==> src/rtl/fetch_queue.sv <==
// rtl/fetch_queue.sv - instruction prefetch queue between instr_ROM and the decoder
// Runs fetch ahead of execution; a flush redirects fetch and discards buffered entries.
module fetch_queue #(
    parameter int D     = 12,
    parameter int W     = 9,
    parameter int DEPTH = 4
) (
    input  logic                       clk,
    input  logic                       reset,
    output logic [D-1:0]               rom_addr,
    input  logic [W-1:0]               rom_data,
    input  logic                       flush,
    input  logic [D-1:0]               flush_target,
    input  logic                       deq,
    output logic                       valid,
    output logic [W-1:0]               head_code,
    output logic [D-1:0]               head_pc,
    output logic [$clog2(DEPTH):0]     count,
    output logic                       at_end
);

    localparam int AW = $clog2(DEPTH);
    localparam int CW = AW + 1;

    logic [D-1:0]  fetch_pc;
    logic [AW-1:0] rd_ptr;
    logic [AW-1:0] wr_ptr;
    logic [W-1:0]  code_mem [DEPTH];
    logic [D-1:0]  pc_mem   [DEPTH];
    logic          deq_ok;
    logic          enq_ok;
    logic          last_pc;

    assign deq_ok   = deq && (count != '0);
    // A full queue still accepts a push when the head leaves on the same edge.
    assign enq_ok   = !at_end && ((count < CW'(DEPTH)) || deq_ok);
    assign last_pc  = (fetch_pc == '1);
    assign rom_addr = fetch_pc;

    always_ff @(posedge clk or negedge reset) begin
        if (!reset) begin
            fetch_pc <= '0;
            rd_ptr   <= '0;
            wr_ptr   <= '0;
            count    <= '0;
            at_end   <= 1'b0;
        end else if (flush) begin
            fetch_pc <= flush_target;
            rd_ptr   <= '0;
            wr_ptr   <= '0;
            count    <= '0;
            at_end   <= 1'b0;
        end else begin
            if (enq_ok) begin
                wr_ptr <= wr_ptr + 1'b1;
                // The top of the address space is the last fetch; no wrap back to 0.
                if (last_pc) begin
                    at_end <= 1'b1;
                end else begin
                    fetch_pc <= fetch_pc + 1'b1;
                end
            end
            if (deq_ok) begin
                rd_ptr <= rd_ptr + 1'b1;
            end
            case ({enq_ok, deq_ok})
                2'b10:   count <= count + 1'b1;
                2'b01:   count <= count - 1'b1;
                default: count <= count;
            endcase
        end
    end

    always_ff @(posedge clk) begin
        if (!flush && enq_ok) begin
            code_mem[wr_ptr] <= rom_data;
            pc_mem[wr_ptr]   <= fetch_pc;
        end
    end

    assign valid     = (count != '0);
    assign head_code = valid ? code_mem[rd_ptr] : '0;
    assign head_pc   = valid ? pc_mem[rd_ptr]   : '0;

    a_no_overflow: assert property (@(posedge clk) disable iff (!reset)
        count <= CW'(DEPTH));
    a_no_underflow: assert property (@(posedge clk) disable iff (!reset)
        (count == '0) |=> (count <= CW'(1)));

endmodule

==> config.mk <==
export PLATFORM = sky130hd
export DESIGN_NAME = fetch_queue
export DESIGN_NICKNAME = d
export VERILOG_FILES = /design/src/rtl/fetch_queue.sv
export SDC_FILE = /design/constraint.sdc
export NUM_CORES = 1
export LEC_CHECK = 0
export BUFFER_PORTS_ARGS = -buffer_cell sky130_fd_sc_hd__buf_2
export CORE_AREA = 2 2 92 94
export CTS_CLUSTER_SIZE = 30
export DETAILED_ROUTE_END_ITERATION = 12
export DIE_AREA = 0 0 94 96
export PLACE_DENSITY = 0.75
export SYNTH_ARGS = -nofsm -noshare
export SYNTH_HDL_FRONTEND = slang
export SYNTH_SLANG_ARGS = --single-unit
==> constraint.sdc <==
create_clock -name clk -period 2.4 [get_ports clk]
set_input_delay 0.36 -clock clk [delete_from_list [all_inputs] [get_ports clk]]
set_output_delay 0.36 -clock clk [all_outputs]
set_load 0.02 [all_outputs]
==> results of run 1 <==
-- through the flow --
| step | setup WS [ns] | hold WS (ns) | area [sq um] | utilization |
|---|---|---|---|---|
| 2_1_floorplan | 0.245 | 0.0644 | 4510 | - |
| 3_3_place_gp | 0.444 | 0.335 | 4980 | 0.618 |
| 3_5_place_dp | 0.385 | 0.345 | 4980 | 0.618 |
| 4_1_cts | 0.0555 | 0.197 | 5170 | 0.642 |
| 5_1_grt | 0.0520 | 0.197 | 5170 | 0.642 |
| 6_report | 0.159 | 0.216 | 5170 | 0.642 |
-- sequential cells by signal, indices dropped and copies added, names as in the netlist --
register and count:
wr_ptr 2, pc_mem 48, at_end 1, count 3, code_mem 36, rom_addr 12, rd_ptr 2
-- worst register-to-register path, delay by kind of cell (launching register included) --
family | cells | cell delay, ns
AOI/OAI and AO/OA | 1 | 0.06
adders and majority gates | 1 | 0.46
DFF | 1 | 0.47
and+or+nand+nor | 5 | 0.95
-- synthesized netlist by cell type, drive strengths merged (2+ instances only) --
cell	n	share of area
or4	2	0.0033
nor3	5	0.0055
and3	6	0.0094
or3	4	0.0055
nor4	2	0.0042
nor2	16	0.013
and2	22	0.031
o311ai	2	0.0039
o311a	2	0.0044
o21ai	5	0.0055
o31ai	4	0.0067
nand3	9	0.013
edfxtp	84	0.56
dfrtp	20	0.11
xor2	2	0.0039
clkbuf	7	0.0058
inv	7	0.0058
ha	5	0.014
a211oi	2	0.0033
and4	2	0.0042
mux4	21	0.10
a21oi	5	0.0055
buf	9	0.011
nand4	3	0.0042
nand2	14	0.012
a31oi	6	0.0083
nor2b	4	0.0055
-- logic make-up (layout without fill, tap and decap cells) --
kind of cell / count (synthesis) / in the layout
adder cells (fa/ha/maj): 6 / 6
buffers and inverters: 23 / 95
XOR/XNOR: 3 / 3
flip-flops: 104 / 104
multiplexers: 22 / 22
AO/OA/AOI/OAI: 36 / 36
AND/OR/NAND/NOR: 93 / 93
-- layout by cell type (no fill, tap or decap), drive strengths merged, types with 2 or more instances in the layout --
cell and instances:
edfxtp 84, buf 72, and2 22, mux4 21
dfrtp 20, nor2 16, nand2 14, clkbuf 10
nand3 9, inv 8, a31oi 6, and3 6
a21oi 5, nor3 5, ha 5, o21ai 5
or3 4, nor2b 4, o31ai 4, nand4 3
o311a 2, or4 2, o311ai 2, a211oi 2
xor2 2, clkinvlp 2, and4 2, nor4 2
-- routing by layer --
metal | track usage | part of all wire | vias to the layer above
li1 | - | - | 1249
met1 | 0.283 | 0.43 | 1324
met2 | 0.342 | 0.50 | 92
met3 | 0.0423 | 0.061 | 8
met4 | 0.0616 | 0.010 | 0
met5 | 0 | 0 | -
-- layout make-up --
type                            count  area (sq um)
Tap cell                          105           131
Inverter                            7          26.3
Multi-Input combinational cell    160          1390
Sequential cell                   104          3020
Timing Repair Buffer               73           420
Clock buffer                       10           128
Fill cell                         619          2880
Clock inverter                      5          57.6
-- worst paths after layout --
check / to / start / cells after the start
worst max-delay path: head_pc[3] / rd_ptr[0]$_DFFE_PN0P_ / 4
worst min-delay path: rom_addr[8]$_DFFE_PN0P_ / flush_target[8] / 3
worst max register to register: count[1]$_DFFE_PN0P_ / count[1]$_DFFE_PN0P_ / 7
worst min register to register: wr_ptr[1]$_DFFE_PN0P_ / wr_ptr[1]$_DFFE_PN0P_ / 2
max in group asynchronous: rd_ptr[0]$_DFFE_PN0P_ / reset / 2
min in group asynchronous: wr_ptr[0]$_DFFE_PN0P_ / reset / 2
-- report_power, final --
part | switching, mW | internal [mW] | leakage (nW)
logic | 0.551 | 0.429 | 0.816
registers | 0.116 | 2.13 | 1.02
clock network | 0.557 | 0.477 | 0.0864
total | 1.22 | 3.03 | 1.92
-- repair_timing --
item                                   CTS  global route
setup buffers                            0             0
setup endpoints to repair                0             4
gates resized for setup                  0             1
endpoints found under the hold margin   20             0
hold buffers                             1             0
==> impl_metrics.env, run 1 <==
export IMPL_result_of_the_run="finished, final reports clean"
export IMPL_rsz_0062_raised_after_global_routing="no"
export IMPL_dominant_combinational_cell_family_by_area_after_synthesis="simple AND/OR/NAND/NOR gates"
export IMPL_power_density_cell_area_nw_per_um2=823
export IMPL_crit_type="register to output pin"
export IMPL_placeableCoreArea_sq_um=8050
export IMPL_globalplace_congestion=0.777
export IMPL_synth_seq_area_share=0.670
export IMPL_synthAdderAreaFrac=0.0183
export IMPL_crit_path_start_kind="register"
export IMPL_p_total_mw=4.26
export IMPL_routed_via_count=2673
export IMPL_setup_total_negative_slack_ns=0
export IMPL_async_reset_ff_frac=0.192
export IMPL_initial_util=0.560
export IMPL_tritoncts_clock_tree="done"
export IMPL_area_growth_synth_to_final_pct=14.7
export IMPL_slew_headroom=0.684
export IMPL_cp_slowest_stage_delay_ns=0.53
export IMPL_drt_pass1_iter_count=4
export IMPL_worstPathArrival_ns=1.88
export IMPL_cts_num_sinks=104
export IMPL_cts_max_path_buffers=2
export IMPL_std_cell_rows=33
export IMPL_ant_nets=0
export IMPL_minimum_clock_period_after_layout_ns=2.24
export IMPL_htreeDepth=3
export IMPL_cts_root_buf="sky130_fd_sc_hd__clkbuf_8"
export IMPL_vdd_ir_drop_max_uv=395
export IMPL_path_max_fanout=20
export IMPL_finish_net_count=386
export IMPL_yosys_warnings=0
export IMPL_stdcell_count=464
export IMPL_synth_area_per_cell_sq_um=15.7
export IMPL_place_hpwl_mm=5.64
export IMPL_die_height_um=96
export IMPL_finalCritPeriodShare=0.934
export IMPL_top_level_ports=63
export IMPL_layout_cell_share_with_drive_strength_beyond_1=0.315
export IMPL_grt_overflow=0
export IMPL_timing_critical_path_required_ns=2.04
export IMPL_syn_inst=287
export IMPL_leakagePower_nw=1.92
export IMPL_grt_pass1_vias=2656
export IMPL_netlist_cell_type_count=52
export IMPL_antenna_cells_inserted=0
export IMPL_cpLargestDelayFamily="multiplexers"
export IMPL_synth_simple_area_share=0.119
export IMPL_global_route_wire_length_before_repair_mm=13.7
export IMPL_grt_start_max_net_pins=28
export IMPL_clk_pin_slew_worst_paths_ns=0.09
export IMPL_hold_class="input port to register"
export IMPL_worst_r2r_setup_slack_ns=0.34
export IMPL_critical_path_slowest_cell="sky130_fd_sc_hd__mux4_2"
export IMPL_cells_traversed_along_the_worst_timing_path="buf_12 -> mux4_2 -> and2_1 -> buf_2"
export IMPL_route_detailed_wl_per_inst_um=18.5
export IMPL_synth_compound_area_frac=0.0572
export IMPL_synth_enable_flop_cells=84
export IMPL_worst_skew_pair_late_latency_ns=0.36
export IMPL_crit_buf_inv=2
export IMPL_numCtsBuffers=9
export IMPL_syn_num_nets=318
export IMPL_route_final_wire_length_mm=8.60
export IMPL_synth_xor_xnor_area_share=0.00583
export IMPL_gr_usage_all_layers=0.207
export IMPL_max_freq_mhz=446
export IMPL_design_die_area_sq_um=9020
export IMPL_max_cap_violations=0
export IMPL_netlist_area_sq_um=4510
export IMPL_skew_ns=0.00652
export IMPL_route_detailed_drc=0
export IMPL_avgViaCountPerCell=5.76
export IMPL_antenna_violations_before_repair=0
export IMPL_max_slew_worst_pin_slew_ns=0.474
export IMPL_port_buffer_count=62
export IMPL_number_of_hold_violations_in_the_final_report=0
export IMPL_endpoint_kind="output pin"
export IMPL_finalSetupViolations=0
export IMPL_post_place_cells=448
export IMPL_postSynthRegisterBits=104
export IMPL_number_of_max_slew_violations_in_the_final_report=0
export IMPL_die_width_um=94
export IMPL_dominantRegCellSynth="sky130_fd_sc_hd__edfxtp_1"
export IMPL_first_drt_iteration_drcs=135
export IMPL_muxShareOfSynthArea=0.107
No activity file was read; power rests on OpenSTA's default activity.
==> run 2, diff against run 1 <==
==> constraint.sdc (replaced) <==
create_clock -name clk -period 2.4 [get_ports clk]
set_input_delay 0.36 -clock clk [delete_from_list [all_inputs] [get_ports clk]]
set_output_delay 0.36 -clock clk [all_outputs]
set_load 0.01 [all_outputs]
==> run 2 against run 1 <==
Worst hold slack worse by 0.0077 ns. Register-to-register slack better by 0.02 ns. First-iteration DRC count is 12% higher. Final area is 0.15% lower. Global-route usage is 0.71 points lower. Combinational power is 11% lower. Via count is 0.41% higher. Fmax is 0.67% higher. Critical path type unchanged. Critical endpoint unchanged. Largest power group unchanged.
==> impl_metrics.env, run 2 (synthesized netlist as in run 1, its figures left out) <==
export IMPL_hold_slack_ns=0.208
export IMPL_cts_max_path_buffers=2
export IMPL_largest_register_ff_count=48
export IMPL_max_freq_mhz=449
export IMPL_design_die_area_sq_um=9020
export IMPL_route_final_wire_length_mm=8.30
export IMPL_p_seq_frac=0.547
export IMPL_ant_nets=0
export IMPL_finalSetupViolations=0
export IMPL_route_detailed_wl_per_inst_um=17.9
export IMPL_top_level_ports=63
export IMPL_layout_cells_most_common_list="84 x sky130_fd_sc_hd__edfxtp_1, 62 x sky130_fd_sc_hd__buf_2, 22 x sky130_fd_sc_hd__and2_1, 21 x sky130_fd_sc_hd__mux4_2, 19 x sky130_fd_sc_hd__dfrtp_1"
export IMPL_vdd_ir_drop_max_uv=461
export IMPL_number_of_hold_violations_in_the_final_report=0
export IMPL_register_area_sq_um=3020
export IMPL_clk_pin_slew_worst_paths_ns=0.10
export IMPL_clock_share_of_power=0.241
export IMPL_dp_slack_ns=0.368
export IMPL_grt_most_used_layer="met2"
export IMPL_p_total_mw=4.10
export IMPL_met3_track_demand_over_resource_in_global_routing=0.0298
export IMPL_cp_slowest_stage_delay_ns=0.53
export IMPL_leakagePower_nw=1.92
export IMPL_cells_traversed_along_the_worst_timing_path="buf_12 -> mux4_2 -> and2_1 -> buf_2"
export IMPL_number_of_max_slew_violations_in_the_final_report=0
export IMPL_post_place_cells=448
export IMPL_minimum_clock_period_after_layout_ns=2.23
export IMPL_p_switching_mw=1.15
export IMPL_drt_pass1_iter_count=4
export IMPL_numCtsBuffers=9
export IMPL_first_drt_iteration_drcs=151
export IMPL_route_detailed_drc=0
export IMPL_internal_power_mw=2.94
export IMPL_cts_repair_timing_setup_buffer_count=0
export IMPL_max_slew_worst_pin_slew_ns=0.478
export IMPL_r2r_cells=7
export IMPL_global_route_usage_met1=0.278
export IMPL_netSwitchingFraction=0.282
export IMPL_avgViaCountPerCell=5.77
export IMPL_finalCritPeriodShare=0.927
export IMPL_layout_setup_ws_ns=0.174
export IMPL_max_cap_violations=0
export IMPL_placement_cell_area_sq_um=4980
export IMPL_worstHoldPathCells=1
export IMPL_final_cell_area_sq_um=5160
export IMPL_multiInputGateArea_sq_um=1390
export IMPL_nFillCells=616
export IMPL_power_density_cell_area_nw_per_um2=793
export IMPL_rsz_0062_raised_after_global_routing="no"
export IMPL_std_cell_rows=33
export IMPL_grt_overflow=0
export IMPL_port_buffer_count=62
export IMPL_globalplace_congestion=0.782
export IMPL_tritoncts_clock_tree="done"
export IMPL_antenna_cells_inserted=0
export IMPL_global_route_wire_length_before_repair_mm=13.2
export IMPL_result_of_the_run="finished, final reports clean"
export IMPL_gr_usage_met2=0.314
export IMPL_die_width_um=94
export IMPL_registers_top_by_ff_count="pc_mem"
export IMPL_crit_cells=4
export IMPL_mostFrequentLayoutCell="sky130_fd_sc_hd__edfxtp_1"
export IMPL_worst_skew_pair_late_latency_ns=0.36
export IMPL_grt_start_max_net_pins=28
export IMPL_cts_num_sinks=104
export IMPL_finish_net_count=386
export IMPL_layout_cell_share_with_drive_strength_beyond_1=0.322
export IMPL_slew_headroom=0.681
export IMPL_cts_root_buf="sky130_fd_sc_hd__clkbuf_8"
export IMPL_path_max_fanout=20
export IMPL_worstPathArrival_ns=1.87
export IMPL_placeableCoreArea_sq_um=8050
export IMPL_antenna_violations_before_repair=0
export IMPL_die_height_um=96
export IMPL_finalCoreUtilization=0.641
export IMPL_endpoint_kind="output pin"
export IMPL_area_growth_synth_to_final_pct=14.5
export IMPL_place_hpwl_mm=5.28
export IMPL_htreeDepth=3
export IMPL_critical_path_slowest_cell="sky130_fd_sc_hd__mux4_2"
export IMPL_hold_class="input port to register"
export IMPL_initial_util=0.560
export IMPL_routed_via_count=2684
export IMPL_crit_type="register to output pin"
export IMPL_crit_path_start_kind="register"
export IMPL_crit_buf_inv=2
export IMPL_setup_total_negative_slack_ns=0
export IMPL_grt_pass1_vias=2558
export IMPL_skew_ns=0.00725
export IMPL_stdcell_count=465
export IMPL_timing_critical_path_required_ns=2.04
export IMPL_comb_power_share=0.212
export IMPL_gr_usage_all_layers=0.200
export IMPL_cpLargestDelayFamily="multiplexers"
run 2: changes by cell type in the layout (fill, tap and decap cells not counted), sizes merged:
cell    delta
clkinv     +1
inv        +2
bufinv     -1
clkbuf     -1
run 2: final cells by class:
type,count,area share
Clock inverter,7,0.0104
Multi-Input combinational cell,160,0.268
Clock buffer,9,0.0240
Tap cell,105,0.0254
Timing Repair Buffer,73,0.0814
Sequential cell,104,0.586
Inverter,7,0.00509
run 2: worst paths after layout:
path,startpoint,endpoint,slack (ns)
worst min-delay path,rom_data[6],code_mem[2][6]$_DFFE_PP_,0.21
worst min register to register,rd_ptr[1]$_DFFE_PN0P_,rd_ptr[1]$_DFFE_PN0P_,0.55
max in group asynchronous,reset,rd_ptr[0]$_DFFE_PN0P_,1.57
worst max register to register,count[1]$_DFFE_PN0P_,count[1]$_DFFE_PN0P_,0.36
worst max-delay path,rd_ptr[0]$_DFFE_PN0P_,head_pc[3],0.17
min in group asynchronous,reset,wr_ptr[0]$_DFFE_PN0P_,0.47
run 2: power groups by stage:
stage,combinational (mW),clock [mW],sequential [mW]
final,0.869,0.986,2.24
after global routing,0.974,1.08,2.26
after CTS,0.892,1.02,2.24
after detailed placement,0.889,0,2.28
after global placement,0.872,0,2.27
after floorplan,0.569,0,2.26
run 2: layer usage:
layer,wire length (um),part of all wire
met1,3780,0.46
met2,3960,0.48
met3,385,0.046
met4,176,0.021
met5,0,0
run 2: worst reg2reg max path, delay by kind of cell, from the launching register on:
kind,cells,cell delay (ns)
AND/OR/NAND/NOR,5,0.92
AO/OA/AOI/OAI,1,0.06
adder cells (fa/ha/maj),1,0.46
flip-flops,1,0.47
run 2: repair_timing:
item                                   4_1_cts  5_1_grt
resized for setup                            0        1
setup endpoints to repair                    0        4
hold buffers                                 1        0
endpoints found under the hold margin       20        0
